<file path="src/rtl/axis_inject_arbiter.sv">
// Packet-granular round-robin merge of NUM_REQ AXI-Stream requesters onto one
// router injection port, delivered through a registered 2-entry skid buffer.
module axis_inject_arbiter #(
    parameter int NUM_REQ     = 4,
    parameter int TDATA_WIDTH = 32,
    parameter int TID_WIDTH   = 2,
    parameter int TDEST_WIDTH = 4
) (
    input  logic                           clk_noc,
    input  logic                           rst_noc,
    input  logic [NUM_REQ-1:0]             s_tvalid,
    output logic [NUM_REQ-1:0]             s_tready,
    input  logic [NUM_REQ*TDATA_WIDTH-1:0] s_tdata,
    input  logic [NUM_REQ-1:0]             s_tlast,
    input  logic [NUM_REQ*TID_WIDTH-1:0]   s_tid,
    input  logic [NUM_REQ*TDEST_WIDTH-1:0] s_tdest,
    output logic                           m_tvalid,
    input  logic                           m_tready,
    output logic [TDATA_WIDTH-1:0]         m_tdata,
    output logic                           m_tlast,
    output logic [TID_WIDTH-1:0]           m_tid,
    output logic [TDEST_WIDTH-1:0]         m_tdest,
    output logic [NUM_REQ-1:0]             grant,
    output logic                           busy
);

    localparam int PTR_W = $clog2(NUM_REQ);
    localparam int ENT_W = TDATA_WIDTH + 1 + TID_WIDTH + TDEST_WIDTH;
    localparam logic [PTR_W:0] L_NUM = (PTR_W+1)'(NUM_REQ);

    typedef enum logic {
        ST_IDLE   = 1'b0,
        ST_LOCKED = 1'b1
    } state_t;

    state_t             r_state;
    state_t             w_state_nxt;
    logic [PTR_W-1:0]   r_rr_ptr;
    logic [PTR_W-1:0]   w_rr_nxt;
    logic [PTR_W-1:0]   r_owner;
    logic [PTR_W-1:0]   w_owner_nxt;
    logic [NUM_REQ-1:0] r_grant;
    logic [NUM_REQ-1:0] w_grant_nxt;
    logic               r_busy;

    logic               w_sel_found;
    logic [PTR_W-1:0]   w_sel_off;
    logic [PTR_W-1:0]   w_sel_idx;

    logic [1:0]         r_count;
    logic [1:0]         w_count_nxt;
    logic [ENT_W-1:0]   r_ent0;
    logic [ENT_W-1:0]   r_ent1;
    logic [ENT_W-1:0]   w_ent0_nxt;
    logic [ENT_W-1:0]   w_ent1_nxt;
    logic [ENT_W-1:0]   w_in_ent;
    logic               r_m_tvalid;

    logic               w_push;
    logic               w_pop;
    logic               w_in_last;

    // (base + off) mod NUM_REQ, valid for base, off < NUM_REQ
    function automatic logic [PTR_W-1:0] f_wrap_add(input logic [PTR_W-1:0] base,
                                                    input logic [PTR_W-1:0] off);
        logic [PTR_W:0] sum;
        sum = {1'b0, base} + {1'b0, off};
        if (sum >= L_NUM) begin
            sum = sum - L_NUM;
        end else begin
            sum = sum;
        end
        return sum[PTR_W-1:0];
    endfunction

    // Round-robin pick: the lowest offset from rr_ptr with a valid request wins
    always_comb begin
        w_sel_off   = '0;
        w_sel_found = |s_tvalid;
        for (int k = NUM_REQ - 1; k >= 0; k--) begin
            w_sel_off = s_tvalid[f_wrap_add(r_rr_ptr, PTR_W'(k))] ? PTR_W'(k) : w_sel_off;
        end
        w_sel_idx = f_wrap_add(r_rr_ptr, w_sel_off);
    end

    // Owner's ready depends only on registered state, never on m_tready
    always_comb begin
        s_tready = '0;
        if ((r_state == ST_LOCKED) && (r_count != 2'd2)) begin
            s_tready[r_owner] = 1'b1;
        end else begin
            s_tready = '0;
        end
    end

    assign w_in_ent  = {s_tdata[32'(r_owner)*TDATA_WIDTH +: TDATA_WIDTH],
                        s_tlast[r_owner],
                        s_tid[32'(r_owner)*TID_WIDTH +: TID_WIDTH],
                        s_tdest[32'(r_owner)*TDEST_WIDTH +: TDEST_WIDTH]};
    assign w_in_last = s_tlast[r_owner];
    assign w_push    = (r_state == ST_LOCKED) & s_tvalid[r_owner] & s_tready[r_owner];
    assign w_pop     = (r_count != 2'd0) & m_tready;

    // Arbitration FSM next-state: grant held until the owner's tlast beat is taken
    always_comb begin
        w_state_nxt = r_state;
        w_rr_nxt    = r_rr_ptr;
        w_owner_nxt = r_owner;
        w_grant_nxt = r_grant;
        case (r_state)
            ST_IDLE: begin
                if (w_sel_found) begin
                    w_state_nxt = ST_LOCKED;
                    w_owner_nxt = w_sel_idx;
                    w_grant_nxt = {{(NUM_REQ-1){1'b0}}, 1'b1} << w_sel_idx;
                end else begin
                    w_state_nxt = ST_IDLE;
                end
            end
            ST_LOCKED: begin
                if (w_push && w_in_last) begin
                    w_state_nxt = ST_IDLE;
                    w_rr_nxt    = f_wrap_add(r_owner, {{(PTR_W-1){1'b0}}, 1'b1});
                    w_grant_nxt = '0;
                end else begin
                    w_state_nxt = ST_LOCKED;
                end
            end
            default: begin
                w_state_nxt = ST_IDLE;
                w_grant_nxt = '0;
            end
        endcase
    end

    // Arbitration state registers
    always_ff @(posedge clk_noc or posedge rst_noc) begin
        if (rst_noc) begin
            r_state  <= ST_IDLE;
            r_rr_ptr <= '0;
            r_owner  <= '0;
            r_grant  <= '0;
            r_busy   <= 1'b0;
        end else begin
            r_state  <= w_state_nxt;
            r_rr_ptr <= w_rr_nxt;
            r_owner  <= w_owner_nxt;
            r_grant  <= w_grant_nxt;
            r_busy   <= (w_state_nxt == ST_LOCKED);
        end
    end

    // Skid buffer next-state: entry 0 is always the head so m_* come straight from flops
    always_comb begin
        w_count_nxt = r_count;
        w_ent0_nxt  = r_ent0;
        w_ent1_nxt  = r_ent1;
        case (r_count)
            2'd0: begin
                if (w_push) begin
                    w_ent0_nxt  = w_in_ent;
                    w_count_nxt = 2'd1;
                end else begin
                    w_count_nxt = 2'd0;
                end
            end
            2'd1: begin
                if (w_push && w_pop) begin
                    w_ent0_nxt = w_in_ent;
                end else if (w_push) begin
                    w_ent1_nxt  = w_in_ent;
                    w_count_nxt = 2'd2;
                end else if (w_pop) begin
                    w_count_nxt = 2'd0;
                end else begin
                    w_count_nxt = 2'd1;
                end
            end
            2'd2: begin
                if (w_pop) begin
                    w_ent0_nxt  = r_ent1;
                    w_count_nxt = 2'd1;
                end else begin
                    w_count_nxt = 2'd2;
                end
            end
            default: begin
                w_count_nxt = 2'd0;
            end
        endcase
    end

    // Skid buffer registers; reset discards any buffered beats
    always_ff @(posedge clk_noc or posedge rst_noc) begin
        if (rst_noc) begin
            r_count    <= 2'd0;
            r_ent0     <= '0;
            r_ent1     <= '0;
            r_m_tvalid <= 1'b0;
        end else begin
            r_count    <= w_count_nxt;
            r_ent0     <= w_ent0_nxt;
            r_ent1     <= w_ent1_nxt;
            r_m_tvalid <= (w_count_nxt != 2'd0);
        end
    end

    assign m_tvalid = r_m_tvalid;
    assign m_tdata  = r_ent0[ENT_W-1 -: TDATA_WIDTH];
    assign m_tlast  = r_ent0[TID_WIDTH+TDEST_WIDTH];
    assign m_tid    = r_ent0[TDEST_WIDTH +: TID_WIDTH];
    assign m_tdest  = r_ent0[TDEST_WIDTH-1:0];
    assign grant    = r_grant;
    assign busy     = r_busy;

endmodule

</file>
<file path="config.mk">
export PLATFORM = sky130hd
export DESIGN_NAME = axis_inject_arbiter
export DESIGN_NICKNAME = d
export VERILOG_FILES = /design/src/rtl/axis_inject_arbiter.sv
export SDC_FILE = /design/constraint.sdc
export NUM_CORES = 1
export LEC_CHECK = 0
export CAP_MARGIN = 10
export CORE_MARGIN = 3
export CORE_UTILIZATION = 44
export DETAILED_ROUTE_END_ITERATION = 10
export HOLD_SLACK_MARGIN = 0.15
export PLACE_DENSITY = 0.83
export SETUP_SLACK_MARGIN = 0.3
export SLEW_MARGIN = 10
export SYNTH_ARGS = -nofsm -noshare
export SYNTH_HDL_FRONTEND = slang
export SYNTH_SLANG_ARGS = --single-unit
</file>
<file path="constraint.sdc">
create_clock -name clk_noc -period 3.1 [get_ports clk_noc]
set_input_delay 0.31 -clock clk_noc [delete_from_list [all_inputs] [get_ports clk_noc]]
set_output_delay 0.31 -clock clk_noc [all_outputs]
set_load 0.05 [all_outputs]
</file>
==> Yosys cells after proc, flatten, opt, wreduce, memory -nomap -nowiden <==
Index checks and enable logic that the tools add are counted.
{ "word_totals": {"register_bits": 90, "in_bits": 163, "out_inout_bits": 49, "word_cells": 105} }
{ "op_classes": {"add_sub_neg": 11, "n_lt_le_gt_ge": 12, "n_eq_ne": 8, "shift": 4, "n_mux": 43, "bitwise": 5, "reduce_logical": 14} }
{ "ops": {"columns": ["op", "count"], "rows": [
  ["variable part select 128 x 8 -> 32 bit", 1],
  ["2-to-1 mux 39 bit", 3],
  ["case mux 39 bit (3 select lines)", 1],
  ["2-to-1 mux 2 bit", 13],
  ["variable part select 16 x 5 -> 4 bit", 1],
  ["greater-or-equal comparator 3 bit (second input constant)", 5],
  ["less-than comparator 2 x 3 -> 1 bit (second input constant)", 5],
  ["binary-select mux 1 bit (select 2 bit)", 7],
  ["2-to-1 mux 1 bit", 12],
  ["2-to-1 mux 4 bit", 3],
  ["subtractor 2 x 1 -> 2 bit (second input constant)", 6],
  ["inequality test 2 bit (second input constant)", 5],
  ["case mux 4 bit (2 select lines)", 1],
  ["variable part select 8 x 4 -> 2 bit", 1],
  ["adder 2 x 1 -> 3 bit (second input constant)", 2],
  ["adder 2 x 2 -> 3 bit (second input constant)", 2],
  ["case mux 2 bit (3 select lines)", 1],
  ["AND reduction 2 bit", 3],
  ["logical AND 1 bit", 4],
  ["AND reduction 4 bit", 1],
  ["nonzero test 2 bit", 2],
  ["OR reduction 4 bit", 1],
  ["<< shifter 1 x 2 -> 4 bit (first input constant)", 1],
  ["adder 2 x 2 -> 3 bit", 1],
  ["12 further kinds", 15]
]} }

==> Longest topological paths before layout <==
{ "depth": {"depth_word": 15, "depth_mapped": 11, "mapped_depth_nobuf": 9} }

==> Least setup slack after synthesis <==
No wires, ideal clock.
{ "synth_path": {"path_type": "flip-flop to flip-flop", "startpoint": "register r_owner[0]", "endpoint": "register r_ent0[0]", "setup_time_ns": 0.128, "arrival_time_ns": 2.712, "t_required_ns": 2.972, "slack_ns": 0.261, "stages_incl_launch_ff": 12, "path_cell_list": "dfrtp_1 > clkbuf_1 > buf_2 > inv_1 > ha_1 > and3_1 > a221oi_2 > a21oi_4 > o21ai_2 > buf_6 > buf_6 > mux2_1"} }
{ "synth_between": {"elab_chain_cells": 11} }
{ "synth_rtl": {"columns": ["element", "line", "text"], "rows": [
  ["start, declared", "40", "logic [PTR_W-1:0] r_owner;"],
  ["start signal, assigned", "147", "r_owner <= w_owner_nxt;"],
  ["less-than comparator 2 x 3 -> 1 bit (implied by the code) / greater-or-equal comparator 2 x 1 -> 1 bit (equally long branches)", "90", "s_tready[r_owner] = 1'b1;"],
  ["logical AND 1 bit (implied by the code)", "90", null],
  ["2-to-1 mux 1 bit (implied by the code)", "90", null],
  ["demux 1 bit (select 2 bit) *", "90", null],
  ["2-to-1 mux 4 bit *", "89", "if ((r_state == ST_LOCKED) && (r_count != 2'd2)) begin"],
  ["net s_tready[2]", "12", "output logic [NUM_REQ-1:0] s_tready,"],
  ["binary-select mux 1 bit (select 2 bit) *", "101", "assign w_push = (r_state == ST_LOCKED) & s_tvalid[r_owner] & s_tready[r_owner];"],
  ["2-to-1 mux 1 bit (implied by the code) *", "101", null],
  ["AND 1 bit *", "101", null],
  ["logical AND 1 bit", "168", "if (w_push && w_pop) begin"],
  ["inequality test 2 bit (no line)", null, null],
  ["AND reduction 4 bit (no line) *", null, null],
  ["end signal, assigned", "202", "r_ent0 <= w_ent0_nxt;"],
  ["end, declared", "52", "logic [ENT_W-1:0] r_ent0;"]
]} }
Mark *: on every way through the listed nets, which the timed path passes. The rest lies on a longest branch. The select of a mux whose other input is x is not followed.
A chain may end at the register's enable or synchronous reset.

==> Final worst setup path <==
{ "layout_path": {"startpoint": "register r_count[1]", "endpoint": "output s_tready[2]"} }
{ "layout_between": {"elab_chain_cells": 3} }
{ "layout_rtl": {"columns": ["element", "line", "text"], "rows": [
  ["start, declared", "50", "logic [1:0] r_count;"],
  ["start signal, assigned", "201", "r_count <= w_count_nxt;"],
  ["inequality test 2 bit", "89", null],
  ["logical AND 1 bit", "89", null],
  ["2-to-1 mux 4 bit", "89", null],
  ["end, declared", "12", null]
]} }
Every way passes these cells.

==> run summary <==
final weighted congestion in routability-driven placement: 0.828
crit end category: output port
Internal: 4.63 mW
number of antenna-violating nets in the routed design: 0
Highest Clock Rate: 0.402 GHz
nets@finish: 721
source of the worst register-to-register timing path: r_count[1]
Starting DRT DRC Count: 157
GRT Overall Usage: 0.207
Top delay family on crit path: buffers and inverters
overflow left after global routing: 0
number of failing hold endpoints at the final stage: 0
Clock Path Buffers: 2
Worst Path Buf+Inv: 1
cts hold-fix bufs: 0
via total after detailed routing: 3824
syn avg cell area: 14.7 um^2
worst hold margin: 400 ps
register area share after synthesis: 0.442
data arrival at the endpoint of the critical path: 2180 ps
time the final worst path needs with I/O delays and setup: 2490 ps
number of cells traversed by the worst register-to-register path: 7
worst-skew pair later-pin latency: 330 ps
row count: 38
slowest stage delay, CP: 850 ps
required time worst endpoint: 2790 ps
number of antenna violations at the first check in global routing: 0
tightest slew margin relative to the limit: 0.619
most frequent standard cell in the layout excluding fill and tap cells: sky130_fd_sc_hd__clkdlybuf4s50_1
cell-by-cell listing of the critical path: nand2b_2, and3_1, clkdlybuf4s50_1
commonest cells after routing, fill and taps aside: 211 x sky130_fd_sc_hd__clkdlybuf4s50_1, 99 x sky130_fd_sc_hd__mux2_2, 88 x sky130_fd_sc_hd__dfrtp_1
largest vdd supply drop: 0.923 mV
global-route wire length before repair: 21300 um
count of cell instances traversed by the critical path: 3
depth of the CTS H-tree: 3
critical path fanouts, max: 9
Starting Density: 0.460
dominant cells by area after synthesis: sky130_fd_sc_hd__dfrtp_1 44%, sky130_fd_sc_hd__mux2_2 22%, sky130_fd_sc_hd__mux4_2 17%, sky130_fd_sc_hd__mux2_1 4.4%, sky130_fd_sc_hd__ha_1 1.2%
post-synthesis net count: 515
number of detailed-routing iterations run before antenna repair: 4
net switching fraction of the power: 0.407
share of total power in the clock network: 0.145
final setup skew: 8.94 ps
pin count of the biggest net entering global routing: 47
post-layout total power: 7.81 mW
summed instance area of the synthesized netlist: 0.00510 mm^2
clock tree root driver cell: sky130_fd_sc_hd__clkbuf_16
crit path launch type: register
number of buffers added on ports: 211
overall die area: 0.0129 mm^2
unique cell type count in the Yosys netlist: 34
total DRC errors in the routed layout: 0
Synth top area share: 0.442
Hold Path Class: in2async
critical path type: reg2out
total routed wirelength: 13200 um
number of inserted diodes: 0
via count of the first global-routing pass: 4226
actual transition at the worst max-transition pin: 572 ps
fill count: 792
area inside the core boundary: 0.0111 mm^2
Vias per Instance: 5.48
Clock Sink Count: 90
Worst Setup SP: r_count[1]
endpoint of the worst setup timing path: s_tready[2]
count of maximum capacitance violations: 0
total power divided by cell area: 1020 mW/mm^2
routed len/inst: 18.8 um
estimated wirelength of the detail-placed design: 9960 um
horizontal extent of the die: 114 um
Yosys reg bits: 90
num ports: 212
Synth warnings: 0
number of setup buffers added after CTS: 0
synthesized netlist cell count: 347
fraction of power consumed by combinational cells: 0.580
clock input transition at the sequential cells of the worst setup and hold paths: 60 ps
Setup violations, final: 0
status: finished clean
Util after Layout: 0.690
RSZ-0062 raised after global routing: no
setup tns final: 0 ps
Final Max Tran Viols: 0
cell type of the slowest stage on the worst timing path: sky130_fd_sc_hd__clkdlybuf4s50_1
area growth from synthesis to layout: 50.0%
height of the die: 114 um
number of gates resized after CTS: 0
Worst R2R End: r_ent0[9]
fraction of layout cells with a size suffix above 1: 0.303
fraction of the cycle the final worst path needs: 0.802
cell type with the highest aggregate area in the netlist: sky130_fd_sc_hd__dfrtp_1
flop-to-flop setup slack: 610 ps
number of clock buffers inserted by TritonCTS: 9
sequential share of power: 0.275
static leakage power: 3.08 nW
TritonCTS clock tree: done
switching power summed over all nets: 3.18 mW
## cell usage after synthesis, drive strengths merged
library cell and n:
nor4 1, a21bo 1, a221oi 1, clkbuf 8, nand3b 2, o22ai 2
nor2 9, dfrtp 90, mux4 39, xnor2 1, nand2 4, inv 4
a32o 4, and2 2, nand2b 3, nor2b 4, a22oi 1, a21oi 9
o21ai 6, ha 5, xor2 2, nor3b 1, a21o 1, mux2 119
nor3 3, buf 18, mux2i 2, and3 5
## registers in the layout, summed over array words and instances, names as in the netlist
name,flops
r_ent0,39
r_ent1,39
grant,4
r_count,2
r_owner,2
r_rr_ptr,2
busy,1
m_tvalid,1
## logic make-up (layout without fill, tap and decap cells)
family | after synthesis | in the layout | share of synthesized area
muxes | 160 | 160 | 0.439
DFF | 90 | 90 | 0.442
and+or+nand+nor | 34 | 34 | 0.0353
buffers and inverters | 30 | 241 | 0.0304
AOI/OAI and AO/OA | 25 | 25 | 0.0358
adders and majority gates | 5 | 5 | 0.0123
xor gates and xnor gates | 3 | 3 | 0.00516
## how the worst min path moves through the flow
stage | endpoint | cells past startpoint | from
detailed placement | r_ent1[29] | 1 | r_ent1[29]
finish | r_ent1[7] | 2 | rst_noc
CTS | r_ent0[35] | 2 | rst_noc
global placement | r_ent1[30] | 1 | r_ent1[30]
floorplan | r_count[1] | 1 | m_tready
global route | r_ent0[5] | 2 | rst_noc
## power by group through the flow
stage / combinational (mW) / sequential, mW / clock [mW]
after floorplan: 2.28 / 3.09 / 0
after global placement: 4.44 / 2.11 / 0
after detailed placement: 4.56 / 2.16 / 0
after CTS: 4.58 / 2.14 / 1.16
after global routing: 4.83 / 2.22 / 1.21
final: 4.53 / 2.14 / 1.14
## through the flow
stage	cells	instance area [um^2]	setup slack, ps
final	698	7650	614
after global routing	698	7650	444
after CTS	698	7650	614
after detailed placement	682	7330	561
after global placement	682	7330	659
after floorplan	347	5100	342
## cell type report
type | count | area (um^2) | area share
clock buffer | 12 | 236 | 0.0309
clock inverter | 4 | 76.3 | 0.00998
inverter | 4 | 17.5 | 0.00229
multi-input combinational | 227 | 2700 | 0.353
sequential | 90 | 2250 | 0.295
tap | 140 | 175 | 0.0229
timing repair buffer | 221 | 2190 | 0.286
## layer usage
metal | vias to the layer above | part of all wire | track usage
met3 | 10 | 0.066 | 0.0430
met4 | 0 | 0.010 | 0.0593
li1 | 1732 | - | -
met5 | - | 0 | 0
met1 | 1945 | 0.39 | 0.256
met2 | 137 | 0.53 | 0.367
Note: power is estimated with default switching activity, not from simulation.
